File: config.mk
export PLATFORM = sky130hd
export DESIGN_NAME = tff_counter_bank
export DESIGN_NICKNAME = d
export VERILOG_FILES = /design/src/rtl/tff_counter_bank.sv
export SDC_FILE = /design/constraint.sdc
export NUM_CORES = 1
export LEC_CHECK = 0
export ABC_CLOCK_PERIOD_IN_PS = 3500
export CAP_MARGIN = 15
export CORE_ASPECT_RATIO = 0.6
export CORE_UTILIZATION = 45
export DETAILED_ROUTE_END_ITERATION = 7
export GPL_ROUTABILITY_DRIVEN = 1
export GPL_TIMING_DRIVEN = 0
export PLACE_DENSITY = 0.79
export SYNTH_ARGS = -nofsm -noshare
export SYNTH_HDL_FRONTEND = slang
export SYNTH_SLANG_ARGS = --single-unit
File: constraint.sdc
create_clock -name clk -period 3.5 [get_ports clk]
set_input_delay 1.05 -clock clk [delete_from_list [all_inputs] [get_ports clk]]
set_output_delay 1.05 -clock clk [all_outputs]
set_load 0.1 [all_outputs]
File: src/rtl/tff_counter_bank.sv
// tff_counter_bank: a WIDTH-bit bank of T flip-flops wired as a synchronous
// modulo up/down counter. It has load, enable, a programmable modulus, a
// one-cycle terminal-count pulse and a saturating free-running cycle counter.
// Optional feature: define TFF_BANK_GRAY_EN to add a registered Gray-code
// output `gray` that tracks Q.
module tff_counter_bank #(
    parameter int WIDTH = 4,
    parameter int CNT_W = 32
) (
    input  logic             clk,
    input  logic             rst_n,
    input  logic             en,
    input  logic             up_dn,
    input  logic             load,
    input  logic [WIDTH-1:0] load_val,
    input  logic [WIDTH-1:0] mod_max,
    output logic [WIDTH-1:0] T,
    output logic [WIDTH-1:0] Q,
    output logic             tc,
`ifdef TFF_BANK_GRAY_EN
    output logic [WIDTH-1:0] gray,
`endif
    output logic [CNT_W-1:0] count
);

    localparam logic [WIDTH-1:0] ZERO_W  = {WIDTH{1'b0}};
    localparam logic [WIDTH-1:0] ONE_W   = WIDTH'(1'b1);
    localparam logic [CNT_W-1:0] CNT_ONE = CNT_W'(1'b1);
    localparam logic [CNT_W-1:0] CNT_MAX = {CNT_W{1'b1}};

    logic [WIDTH-1:0] q_r;
    logic [WIDTH-1:0] qn_s;
    logic [WIDTH-1:0] t_s;
    logic             wrap_s;
    logic             tc_r;
    logic [CNT_W-1:0] count_r;

    // Next-state selection: load beats enable; the wrap flag marks a modulus roll-over.
    always_comb begin
        qn_s   = q_r;
        wrap_s = 1'b0;
        if (load) begin
            qn_s = load_val;
        end else if (!en) begin
            qn_s = q_r;
        end else if (up_dn) begin
            // Values above the modulus (possible after a load) also roll to zero.
            if (q_r >= mod_max) begin
                qn_s   = ZERO_W;
                wrap_s = 1'b1;
            end else begin
                qn_s = q_r + ONE_W;
            end
        end else begin
            if (q_r == ZERO_W) begin
                qn_s   = mod_max;
                wrap_s = 1'b1;
            end else begin
                qn_s = q_r - ONE_W;
            end
        end
    end

    // Toggle vector: the bits that must flip to reach the next state.
    always_comb begin
        t_s = q_r ^ qn_s;
    end

    // T flip-flop bank plus the registered terminal-count pulse.
    always_ff @(posedge clk or negedge rst_n) begin
        if (!rst_n) begin
            q_r  <= ZERO_W;
            tc_r <= 1'b0;
        end else begin
            q_r  <= q_r ^ t_s;
            tc_r <= wrap_s;
        end
    end

    // Free-running cycle counter. It holds at all-ones instead of wrapping.
    always_ff @(posedge clk or negedge rst_n) begin
        if (!rst_n) begin
            count_r <= {CNT_W{1'b0}};
        end else if (count_r != CNT_MAX) begin
            count_r <= count_r + CNT_ONE;
        end else begin
            count_r <= count_r;
        end
    end

`ifdef TFF_BANK_GRAY_EN
    logic [WIDTH-1:0] gray_r;

    // Gray code of the next state, registered so it moves with Q.
    always_ff @(posedge clk or negedge rst_n) begin
        if (!rst_n) begin
            gray_r <= ZERO_W;
        end else begin
            gray_r <= qn_s ^ (qn_s >> 1'b1);
        end
    end

    assign gray = gray_r;
`endif

    assign T     = t_s;
    assign Q     = q_r;
    assign tc    = tc_r;
    assign count = count_r;

endmodule

# Word-level counts from Yosys, hierarchy flattened
# Index checks and enable logic that the tools add are counted.
# classes
addsub	3
order_cmp	1
eq_ne	1
mux	10
bitwise	2
n_reduce_logical	1
# op_table
cell	n
$add A32 B1 Y32 const B	1
$ne A32 B32 Y1 const B	1
$mux W4	5
$xor A4 B4 Y4	2
$mux W1	5
$add A4 B1 Y4 const B	1
$ge A4 B4 Y1	1
$logic_not A4 Y1	1
$sub A4 B1 Y4 const B	1
# totals
ff_bits	37
input_bits	13
word_cells	21

# Logic depth before layout (Yosys ltp)
# depth
word_depth	7
depth_mapped	8
ltp_nobuf	7

# Worst setup path after synthesis
# OpenSTA, ideal clock, no wires.
# synth_path
path_kind	flip-flop to output port
from	register q_r[0] (netlist: Q[0])
to	output T[3]
t_arrival_ns	4.956
required_time_ns	2.450
path_slack_ns	-2.506
path_stages_with_launch	9
path_buffers	1
path_cell_list	dfrtp_1 -> clkbuf_1 -> inv_1 -> ha_1 -> nand2b_1 -> a2111o_1 -> and3_1 -> o31a_1 -> a311oi_1
# synth_via
elab_chain_cells	6
# synth_rtl
item	line	source
start, declared	31	logic [WIDTH-1:0] q_r;
start signal, assigned	75	q_r <= q_r ^ t_s;
$sub A4 B1 Y4, or another cell as far along	59	qn_s = q_r - ONE_W;
$mux W4, on equally long branches	55, 48	
$mux W4 *	46	end else if (up_dn) begin
$mux W4 *	44	end else if (!en) begin
$mux W4 *	42	if (load) begin
$xor A4 B4 Y4 *	66	t_s = q_r ^ qn_s;
end, declared	17	output logic [WIDTH-1:0] T,
# Every way passes the cells marked *; elsewhere a longest branch is shown, timed or not.

# Worst setup path after layout
# layout_path
from	input mod_max[1]
to	output T[3]
# layout_via
elab_chain_cells	6
# layout_rtl
item	line	source
start, declared	16	input logic [WIDTH-1:0] mod_max,
$ge A4 B4 Y1	48	if (q_r >= mod_max) begin
$mux W4	48	
$mux W4	46	
$mux W4	44	
$mux W4	42	
$xor A4 B4 Y4	66	
# Every way passes these cells.

==> results.md <==
* Status: finished with violations
* Violated checks: setup timing
* DP HPWL at 4230 um
* Final setup violation count at 4
* Fin crit period at 3.93 ns
* Post-Layout Cell Count at 372
* Max IR drop VDD at 273 uV
* Hold WS at 0.505 ns
* Global-route wire length before repair at 9400 um
* Cells after Synth at 234
* Initial Util at 48.0%
* Final #Nets at 328
* Grt ovf at 0
* Most common cell in the synthesized netlist: dfrtp_1
* Layout cells sized above 1 at 21.0%
* Leak Pwr at 1.36 nW
* Die Span X at 93.3 um
* Std-Cell Core Area at 4680 sq um
* Post-synth EDFFs at 0
* Biggest cell delay along the critical path at 0.44 ns
* FILL cells at 353
* Drt wl/cell at 16.6 um
* First DRT Iteration DRCs at 132
* Startpoint types: primary input
* Antenna violations before repair at 0
* Synth area leader: dfrtp_1
* Top cell type's share of synthesized area at 41.2%
* Max Slew Vio Count at 0
* CTS tree: built
* Post-route setup slack at -0.427 ns
* MaxCap Viol Count at 0
* Vias at 2,103
* PwrDens at 346 nW/um^2
* Slew @ Worst Pin at 0.998 ns
* CTS buffer count at 5
* NetSw at 399 uW
* Critical path arrival at 2.88 ns
* DR DRC count at 0
* Drt first pass iters at 4
* GPL Wtd Cong at 0.913
* Setup crit end kind: primary output
* DRT antenna net count at 0
* Port Buffer Count at 52
* Syn Nets at 254
* Number of cell rows at 19
* Crit-path cells: clkbuf_2 > inv_4 > ha_4 > a2111o_1 > and3_4 > o31a_1 > a311oi_4 > buf_12
* Post-synthesis sequential area ratio at 41.2%
* Critical Path Fanout Max at 3
* Worst-path clk slew at 0.08 ns
* Yosys cell types at 48
* Crit Path Category: primary input to primary output
* CTS Hold Bufs at 0
* CTS max path bufs at 2
* Area delta synth->final at 44.0%
* Seq pwr share at 39.6%
* Placed Cells at 349
* Top cells by area, synth: dfrtp_1, xnor2_1, nand2_1
* RSZ-0062 raised after global routing: true
* Die ar. at 5290 sq um
* Area of the multi-input gates at 1390 sq um
* Ys async rst share at 100%
* Avg Cell Area, Syn at 9.61 sq um
* Clock share of power at 26.4%
* Count of state elements after synthesis at 37
* Int Pwr at 720 uW
* Final Cycle Share at 112%
* Synth cell count leaders: dfrtp_1, nand2_1, xnor2_1, nand3_1
* I/O pins at 54
* Slowest CP cell: a2111o_1
* Max_slew headroom at 32.5%
* Final Skew at 0.00610 ns
* Dominant synthesized flop cell: dfrtp_1
* Yosys warnings at 0
* Worst skew pair latency at 0.29 ns
* FMAX at 255 MHz
* Diode count at 0
* Final Hold Viols at 0
* Die Y at 56.8 um
* GRT Util Overall at 23.6%
* Pin count of the biggest net entering global routing at 38
* Sw Ratio at 35.6%
* Sink Count at 37
* Register area at 931 sq um
* Total negative slack at -1.28 ns
* Mapped Area at 2250 sq um
* Vias per cell at 5.65
* WP data required at 2.45 ns
* H-tree levels at 2
* Root Buffer: clkbuf_8
* Comb pwr share at 34.0%
* DRT Wirelength at 6180 um
* Worst hold path class: flip-flop to flip-flop
* Vias in the first global route at 1,826
per-stage QoR:
step / worst slack [ns] / utilization [%] / power, mW / cell area, sq um
final: -0.427 / 69.1 / 1.12 / 3240
after global routing: -0.472 / 69.1 / 1.16 / 3240
after CTS: -0.439 / 66.8 / 1.07 / 3130
after detailed placement: -1.81 / 62.8 / 0.744 / 2940
after global placement: -1.82 / 62.9 / 0.742 / 2940
after floorplan: -0.709 / - / 0.670 / 2340
flip-flops by register name, indices dropped and copies added, names as in the netlist:
| signal | cells |
|---|---|
| tc | 1 |
| Q | 4 |
| count | 32 |
kinds of logic after synthesis:
group	count (synthesis)	share of synthesized area, %
multiplexers	2	0.946
XOR/XNOR	30	11.7
buffers and inverters	18	3.28
adder cells (fa/ha/maj)	7	3.90
AO/OA/AOI/OAI	32	9.91
AND/OR/NAND/NOR	108	29.1
flip-flops	37	41.2
layout make-up:
cell class | count | share of cell area, %
Sequential cell | 37 | 28.8
Timing Repair Buffer | 68 | 21.0
Tap cell | 63 | 2.44
Clock buffer | 6 | 2.24
Inverter | 9 | 1.12
Buffer | 8 | 1.16
Clock inverter | 2 | 0.309
Multi-Input combinational cell | 179 | 43.0
repair_timing:
action	CTS	global route
buffers inserted	6	10
setup endpoints to repair	4	4
pin swaps	5	4
resized for setup	53	12
worst max-delay path: cells and delay by family:
kind,cells,cell delay [ns]
buffers and inverters,3,0.36
AND/OR/NAND/NOR,1,0.22
adder cells (fa/ha/maj),1,0.22
AO/OA/AOI/OAI,3,1.01
power by group through the flow:
stage	clock network [mW]	logic, mW	registers [mW]
global placement	0	0.290	0.452
CTS	0.297	0.331	0.444
finish	0.295	0.380	0.443
detailed placement	0	0.292	0.452
global route	0.316	0.400	0.445
floorplan	0	0.172	0.498
cell usage in the layout (no fill, tap or decap), drive strengths merged, types with 2 or more instances in the layout:
cell / count
clkdlybuf4s50: 43
dfrtp: 37
buf: 25
nand2: 24
xnor2: 20
nor3: 14
nand4: 13
nand3: 13
clkbuf: 12
xor2: 10
nor2: 9
inv: 9
o21ai: 7
and3: 7
ha: 7
and4: 6
nor4: 5
a211oi: 4
o31ai: 4
nand2b: 4
a21oi: 4
nor2b: 3
or3: 3
o21a: 3
and2: 2
clkinv: 2
a21o: 2
per-layer routing:
metal	GRT usage [%]	part of all wire [%]	up-vias
met4	4.40	0.47	0
met2	30.3	42	80
met3	5.96	7.0	5
met5	0	0	-
met1	38.7	50	1021
li1	-	-	997
path summary, 6_finish.rpt:
kind / startpoint / end / slack (ns) / cells after the start
setup / recovery: mod_max[1] / T[3] / -0.43 / 8
hold / removal: count[11]$_DFFE_PN0P_ / count[11]$_DFFE_PN0P_ / 0.51 / 1
setup reg to reg: Q[0]$_DFF_PN0_ / Q[3]$_DFF_PN0_ / 1.14 / 10
hold reg to reg: count[11]$_DFFE_PN0P_ / count[11]$_DFFE_PN0P_ / 0.51 / 1
max in group asynchronous: rst_n / Q[0]$_DFF_PN0_ / 2.03 / 1
min in group asynchronous: rst_n / count[17]$_DFFE_PN0P_ / 0.85 / 1
No activity file was read; power rests on OpenSTA's default activity.
